--- src/rtl/power_test_pkg.sv ---
// Shared types and helpers for the power-test monitor blocks.
package power_test_pkg;

    typedef enum logic [2:0] {
        IDLE   = 3'd0,
        ARM    = 3'd1,
        RUN    = 3'd2,
        DRAIN  = 3'd3,
        REPORT = 3'd4
    } mon_state_e;

    localparam int POPCNT_CHUNK = 32;
    localparam int POPCNT_LAT   = 2;

    // Accumulator width able to hold num toggles per sample over 2^win_log2 samples.
    function automatic int acc_width(input int num, input int win_log2);
        return $clog2(num + 1) + win_log2;
    endfunction

endpackage

--- src/rtl/popcount_pipe.sv ---
// Two-stage population count: per-chunk partial sums, then a sum of the chunk sums.
module popcount_pipe
    import power_test_pkg::*;
#(
    parameter  int NUM   = 512,
    localparam int OUT_W = $clog2(NUM + 1)
) (
    input  logic             clk,
    input  logic             rst_n,
    input  logic             flush,
    input  logic             in_valid,
    input  logic [NUM-1:0]   in_vec,
    output logic             out_valid,
    output logic [OUT_W-1:0] out_cnt
);

    localparam int NCHUNK = (NUM + POPCNT_CHUNK - 1) / POPCNT_CHUNK;
    localparam int PAD    = NCHUNK * POPCNT_CHUNK;
    localparam int CW     = $clog2(POPCNT_CHUNK + 1);

    logic [PAD-1:0]   vec_pad_s;
    logic [CW-1:0]    chunk_sum_s [NCHUNK];
    logic [CW-1:0]    chunk_q     [NCHUNK];
    logic             s1_valid_q;
    logic [OUT_W-1:0] total_s;
    logic [OUT_W-1:0] out_cnt_q;
    logic             s2_valid_q;

    // The top chunk is zero-padded so every chunk has the same width.
    assign vec_pad_s = PAD'(in_vec);

    // Stage-1 combinational chunk sums.
    always_comb begin
        for (int c = 0; c < NCHUNK; c++) begin
            chunk_sum_s[c] = '0;
            for (int b = 0; b < POPCNT_CHUNK; b++) begin
                chunk_sum_s[c] = chunk_sum_s[c] + CW'(vec_pad_s[c*POPCNT_CHUNK + b]);
            end
        end
    end

    // Stage-2 combinational sum of the registered chunk sums.
    always_comb begin
        total_s = '0;
        for (int c = 0; c < NCHUNK; c++) begin
            total_s = total_s + OUT_W'(chunk_q[c]);
        end
    end

    // Pipeline registers; flush drops in-flight entries but leaves data alone.
    always_ff @(posedge clk) begin
        if (!rst_n) begin
            for (int c = 0; c < NCHUNK; c++) begin
                chunk_q[c] <= '0;
            end
            s1_valid_q <= 1'b0;
            out_cnt_q  <= '0;
            s2_valid_q <= 1'b0;
        end else begin
            for (int c = 0; c < NCHUNK; c++) begin
                chunk_q[c] <= chunk_sum_s[c];
            end
            out_cnt_q  <= total_s;
            s1_valid_q <= flush ? 1'b0 : in_valid;
            s2_valid_q <= flush ? 1'b0 : s1_valid_q;
        end
    end

    assign out_valid = s2_valid_q;
    assign out_cnt   = out_cnt_q;

endmodule

--- src/rtl/power_tap_monitor.sv ---
// Counts tap-vector bit toggles over a fixed window and reports each total via valid/ready.
module power_tap_monitor
    import power_test_pkg::*;
#(
    parameter  int          NUM         = 512,
    parameter  int          WIN_LOG2    = 10,
    parameter  int unsigned MIN_TOGGLES = 0,
    localparam int          ACC_W       = acc_width(NUM, WIN_LOG2)
) (
    input  logic             clk,
    input  logic             rst_n,
    input  logic             enable,
    input  logic [NUM-1:0]   taps,
    output logic             res_valid,
    input  logic             res_ready,
    output logic [ACC_W-1:0] res_count,
    output logic             res_low,
    output logic             busy
);

    localparam int WCW     = WIN_LOG2 + 1;
    localparam int WIN_LEN = 1 << WIN_LOG2;
    localparam int CNT_W   = $clog2(NUM + 1);

    mon_state_e             state_q, state_d;
    logic [NUM-1:0]         taps_q, taps_d;
    logic [ACC_W-1:0]       acc_q, acc_d;
    logic [WCW-1:0]         win_q, win_d;
    logic [POPCNT_LAT-1:0]  pend_q, pend_d;
    logic [ACC_W-1:0]       res_count_q, res_count_d;
    logic                   res_low_q, res_low_d;
    logic                   res_valid_q, busy_q;
    logic                   push_s, flush_s;
    logic                   pp_valid_s;
    logic [CNT_W-1:0]       pp_cnt_s;

    popcount_pipe #(.NUM(NUM)) u_popcount (
        .clk       (clk),
        .rst_n     (rst_n),
        .flush     (flush_s),
        .in_valid  (push_s),
        .in_vec    (taps ^ taps_q),
        .out_valid (pp_valid_s),
        .out_cnt   (pp_cnt_s)
    );

    // Next-state and datapath control.
    always_comb begin
        state_d     = state_q;
        taps_d      = taps_q;
        win_d       = win_q;
        res_count_d = res_count_q;
        res_low_d   = res_low_q;
        push_s      = 1'b0;
        flush_s     = 1'b0;
        acc_d       = pp_valid_s ? (acc_q + ACC_W'(pp_cnt_s)) : acc_q;
        case (state_q)
            IDLE: begin
                if (enable) begin
                    state_d = ARM;
                end else begin
                    state_d = IDLE;
                end
            end
            ARM: begin
                if (!enable) begin
                    state_d = IDLE;
                    flush_s = 1'b1;
                    acc_d   = '0;
                end else begin
                    taps_d  = taps;
                    acc_d   = '0;
                    win_d   = '0;
                    state_d = RUN;
                end
            end
            RUN: begin
                if (!enable) begin
                    state_d = IDLE;
                    flush_s = 1'b1;
                    acc_d   = '0;
                end else begin
                    push_s = 1'b1;
                    taps_d = taps;
                    win_d  = win_q + WCW'(1);
                    if (win_q == WCW'(WIN_LEN - 1)) begin
                        state_d = DRAIN;
                    end else begin
                        state_d = RUN;
                    end
                end
            end
            DRAIN: begin
                if (!enable) begin
                    state_d = IDLE;
                    flush_s = 1'b1;
                    acc_d   = '0;
                end else if (pend_q == '0) begin
                    // Both stages empty means the final add has already landed in acc_q.
                    res_count_d = acc_q;
                    res_low_d   = (64'(acc_q) < 64'(MIN_TOGGLES));
                    state_d     = REPORT;
                end else begin
                    state_d = DRAIN;
                end
            end
            REPORT: begin
                if (res_valid_q && res_ready) begin
                    state_d = enable ? ARM : IDLE;
                end else begin
                    state_d = REPORT;
                end
            end
            default: begin
                state_d = IDLE;
            end
        endcase
        pend_d = flush_s ? '0 : {pend_q[POPCNT_LAT-2:0], push_s};
    end

    // State, datapath and registered outputs.
    always_ff @(posedge clk) begin
        if (!rst_n) begin
            state_q     <= IDLE;
            taps_q      <= '0;
            acc_q       <= '0;
            win_q       <= '0;
            pend_q      <= '0;
            res_count_q <= '0;
            res_low_q   <= 1'b0;
            res_valid_q <= 1'b0;
            busy_q      <= 1'b0;
        end else begin
            state_q     <= state_d;
            taps_q      <= taps_d;
            acc_q       <= acc_d;
            win_q       <= win_d;
            pend_q      <= pend_d;
            res_count_q <= res_count_d;
            res_low_q   <= res_low_d;
            res_valid_q <= (state_d == REPORT);
            busy_q      <= (state_d != IDLE);
        end
    end

    assign res_valid = res_valid_q;
    assign res_count = res_count_q;
    assign res_low   = res_low_q;
    assign busy      = busy_q;

endmodule

--- config.mk ---
export PLATFORM = sky130hd
export DESIGN_NAME = power_tap_monitor
export DESIGN_NICKNAME = d
export VERILOG_FILES = /design/src/rtl/power_test_pkg.sv /design/src/rtl/popcount_pipe.sv /design/src/rtl/power_tap_monitor.sv
export SDC_FILE = /design/constraint.sdc
export NUM_CORES = 2
export LEC_CHECK = 0
export CAP_MARGIN = 20
export CORE_AREA = 2 2 290 292
export CTS_CLUSTER_DIAMETER = 60
export CTS_CLUSTER_SIZE = 8
export DETAILED_ROUTE_END_ITERATION = 12
export DIE_AREA = 0 0 292 294
export PLACE_DENSITY = 0.77
export RECOVER_POWER = 50
export SLEW_MARGIN = 20
export SYNTH_ARGS = -nofsm -noshare
export SYNTH_HDL_FRONTEND = slang
export SYNTH_HIERARCHICAL = 1
export SYNTH_SLANG_ARGS = --single-unit
--- constraint.sdc ---
create_clock -name clk -period 5.4 [get_ports clk]
set_input_delay 1.08 -clock clk [delete_from_list [all_inputs] [get_ports clk]]
set_output_delay 1.08 -clock clk [all_outputs]
set_load 0.01 [all_outputs]
[Yosys cells after proc, flatten, opt, wreduce, memory -nomap -nowiden]
Memory sizes are Yosys's and may differ from the RTL's.
Cells that the tools add are included.
Cells by class
  add/sub/neg operators: 513
  equal/unequal tests: 8
  multiplexer cells: 36
  bitwise logic cells: 18
  reduce and logical (&&, ||, !) cells: 12
Operator list (number)
  $add 6x1->6: 480
  $xor 512x512->512: 1
  $add 10x6->10: 14
  $mux 6: 16
  $mux 20: 2
  $pmux 20 s2: 1
  $add 1x1->2: 16
  $mux 11: 2
  $pmux 11 s2: 1
  $add 20x10->20: 1
  $or 1x1->1: 16
  $pmux 3 s5: 1
  $add 11x1->11 const B: 1
  $eq 11x10->1 const B: 1
  $mux 3: 3
  $mux 1: 8
  $add 6x6->7: 1
  $eq 3x2->1 const B: 2
  $eq 3x3->1 const B: 2
  $reduce_and 3->1: 2
  $reduce_or 2->1: 3
  $mux 2: 2
  $ne 2x2->1 const B: 2
  $eq 3x1->1 const B: 1
  other kinds (8): 8
Storage, ports and cells
  bits in registers: 582
  RAM bits: 96
  bits of input ports: 516
  output and inout port bits: 23
  word-level logic and storage cells: 599
  memories: 1
Memory list
  u_popcount.chunk_q: depth 16, bits a word 6, read ports 16, clocked after Yosys merged registers in 0, wr ports 16, line popcount_pipe.sv:23  | logic [CW-1:0] chunk_q [NCHUNK];

[Longest topological paths before layout]
  depth in word-level cells: 33
  mapped depth: 18
  depth with buffers taken out: 18

[By module]
The synthesis kept the hierarchy.
Modules (own cells, without submodules)
  power_tap_monitor: times used 1, cells each 3097, area an instance 24846.3 um^2, sequential area each 11410.9 um^2
  popcount_pipe: times used 1, cells each 1605, area an instance 17155.2 um^2, sequential area each 2162.1 um^2

[Worst setup path before layout]
Ideal clock, no wire load.
  path type: input port to flip-flop
  start: input taps[81]
  end: memory u_popcount/chunk_q[0][16] (netlist name)
  setup time: 0.132 ns
  arrival time: 5.272 ns
  path slack: -0.004 ns
  stages on the path: 18
  buffers on the path: 0
  path through: xor2_1 -> fa_1 -> inv_1 -> fa_1 -> inv_1 -> fa_1 -> inv_1 -> fa_1 -> fa_1 -> fa_1 -> inv_1 -> ha_1 -> inv_1 -> fa_1 -> nor2b_1 -> o21ai_0 -> a21boi_0 -> nor3_1
RTL lines
  from (decl): line power_tap_monitor.sv:13  | input logic [NUM-1:0] taps,
  to (decl): line popcount_pipe.sv:23

==> key figures <==
Setup path
  • Crit path DAT: 5.90 ns
  • Required @ worst endpoint: around 6 ns
  • Slowest cell on crit path: fa_1
  • Max stage delay on crit path: 0.51 ns
  • Crit path cell chain: clkdlybuf4s50_1 -> xor2_1 -> fa_1 -> inv_1 -> fa_1 -> inv_1 -> fa_1 -> fa_1 -> fa_1 -> inv_1 -> fa_1 -> inv_1 -> ha_2 -> inv_1 -> fa_2 -> nor2b_2 -> o21ai_2 -> nor3b_1 -> nor3_1
  • Element type at the critical path start: input port
  • Cells on worst reg2reg path: 16
  • WS Path Type: input port to flip-flop
  • Endpoint class of the critical path: flip-flop
  • Cell mode on critical path: fa_1
  • Max Fanout on Critical Path: 2
  • Flop2flop setup slack: 0.23 ns

Drt
  • Post-DR wirelength/cell: 16.46 um
  • DR pass1 iterations: 5
  • Post-Route WL: 104.2 mm
  • Initial DRC count: 1342
  • DRC violation count after routing: 0
  • Via-to-Cell Ratio: 4.945
  • Vias: 31299
  • Routed Antenna Nets: 0

Yosys
  • Largest family of logic cells by synthesized area: adder cells
  • Netlist cell types: 56
  • Synth warnings: 6
  • Top FF cell, synth: dfxtp_1
  • Post-Syn Nets: 5825
  • Mapped Cells: 4702
  • Adder-Cell Fraction of Synth Area: 0.2639
  • Synth Register Bits: between 600 and 700
  • Seq/Total Area, Yosys: 0.3232
  • Compound-Gate Fraction of Synth Area: 0.08901
  • Synth Cell Area: 42000 um2
  • Mean Syn Cell Area: 8.933 um2
  • Post-synth EDFFs: 0
  • Post-synthesis mux area share: 0.001192
  • Post-Synth Simple-Gate Area: 0.1354
  • Post-Synth XOR/XNOR Area: 0.1105
  • Ys async rst share: 0

Clock tree
  • Hold Buf Count CTS: 0
  • CTS tree: done
  • Clk_lat worst skew: 0.64 ns
  • CTS clock-pin slew for the worst setup and hold paths: ~0.05 ns
  • Clock root buffer: clkbuf_16
  • Worst-case clock buffer depth: 3
  • Clock H-tree levels: 3
  • Clock Sinks: 678
  • Total CTS buffers: 97

Timing
  • Worst hold slack: between 0.4 and 0.5 ns
  • Fmax achieved: 186.8 MHz
  • Slew Limit Fails: 0
  • Setup ws final: 0.04689 ns
  • Post-route clock skew: 0.03585 ns
  • Min Tclk post-route: 5.353 ns
  • RSZ-0062 raised after global routing: yes
  • Actual slew at the worst max-slew pin: 1.000 ns
  • Setup-failing EPs final: 0
  • Final period utilization: 0.9913
  • Fin Setup TNS: 0 ns
  • Slew headroom: 0.3331
  • Final Hold Viols: 0

Floorplanning
  • Die area: about 86000 um2
  • Chip Width: 292 um
  • Initial Util: 0.5067
  • Num rows: 106
  • Die H: between 200 and 300 um
  • I/O pin cnt: 539
  • Placeable Area: 82890 um2

Placed design
  • Pre-CTS setup slack: -0.8874 ns
  • Gp weighted congestion: between 0.8 and 0.9
  • Post-DP HPWL: ~76 mm
  • Port Buffers: between 500 and 600
  • Post-Place Cells: roughly 6000

Layout
  • Layout cell share with drive strength beyond 1: 0.07148
  • Most frequent cells in the layout: nand2_1, dfxtp_1, inv_1
  • Commonest non-fill, non-tap cell in the layout: nand2_1
  • Layout Cells excl Fill: 6330
  • Final-stage net count: 6339
  • P&R area growth vs syn: 24.80%

Flow run
  • Max Cap Violations: 0

Global route
  • Vias in the first global route: about 32000
  • Total GRT Usage: 0.2396
  • Grt ovf: 0
  • First-pass GRT wire length: 164.6 mm
  • Pin count of the biggest net entering global routing: roughly 180
  • Initial antenna violation count: 27

Status
  • Status: completed

Hold path
  • Hold Path Class: flip-flop to flip-flop
  • WHS Path Cells: 2
## per-stage QoR
stage / utilization / cell area (um2)
after floorplan: - / 42000
after global placement: 0.5843 / 48430
after detailed placement: 0.5843 / 48430
after CTS: 0.6189 / 51300
after global routing: 0.6324 / 52420
final: 0.6324 / 52420
## per-layer routing
layer,vias up,wire (um),GRT usage,part of all wire
met3,205,6014,0.05332,0.058
met2,654,52540,0.4131,0.50
met4,18,3321,0.08951,0.032
met5,-,116,0,0.0011
met1,15001,42230,0.2936,0.41
li1,15421,-,-,-
## final timing paths
check                       startpoint                        end
max                          taps[461]  u_popcount/chunk_q[1][40]
min                      res_count[14]              res_count[14]
max reg2reg  u_popcount/chunk_q[1][20]      u_popcount/out_cnt[6]
min reg2reg              res_count[14]              res_count[14]
## kinds of logic after synthesis
logic type,Yosys count
simple gates,1371
flops,678
fa+ha+maj,607
mux,5
buf+inv,825
other cells,1
compound gates,685
xor+xnor,530
## critical path, delay by kind of cell
family                   cells  cell delay [ns]
XOR/XNOR                     1             0.17
adder cells (fa/ha/maj)      8             3.41
buffers and inverters        6             0.74
AND/OR/NAND/NOR              3             0.44
AO/OA/AOI/OAI                1             0.07
## cells in the mapped netlist, drive strengths merged (2+ instances only)
cell,instances,area [um2]
a221oi,2,41.29
nor2b,61,381.6
mux2i,5,50.05
nor2,57,214.0
and3,5,33.78
a211oi,6,50.05
o211ai,6,45.04
nand3,15,75.07
or4,6,45.04
nor3b,19,142.6
fa,465,9309
buf,92,471.7
nor4b,2,17.52
ha,142,1777
nand4,16,100.1
dfxtp,678,13570
o2111ai,3,26.28
a21o,28,210.2
a31oi,5,31.28
xor2,518,4537
nand3b,4,30.03
nor3,55,275.3
nand2,1086,4076
o21a,2,15.01
and2,22,140.1
a22oi,3,22.52
inv,625,2346
a211o,3,26.28
a21oi,564,2823
a21boi,16,120.1
clkbuf,108,405.4
nand2b,7,43.79
nor4,13,87.58
o21ai,27,135.1
o211a,14,140.1
xnor2,12,105.1
## final cells by class
type / count / area, um2
Fill cell: 6656 / 30470
Tap cell: 1080 / 1351
Sequential cell: 678 / 13570
Inverter: 625 / 2355
Timing Repair Buffer: 615 / 6315
Antenna cell: 18 / 45.04
Multi-Input combinational cell: 3199 / 26080
Clock buffer: 107 / 2537
Clock inverter: 8 / 166.4
## state kept, by name, summed over array words and instances, names as in the netlist, 2 cells and up
signal and flops:
acc_q 20, pend_q 2, res_count 20, state_q 3, taps_q 512, u_popcount/chunk_q 96, u_popcount/out_cnt 10, win_q 11
## repair_timing
action                                  4_1_cts  5_1_grt
resized for setup                           129      323
pin swaps                                    98      254
endpoints found under the setup margin       24       62
buffers inserted                             12        6
Power is left out: the tool's default activity adds up to more than one toggle a clock period on the data nets, which glitch-free logic cannot reach.
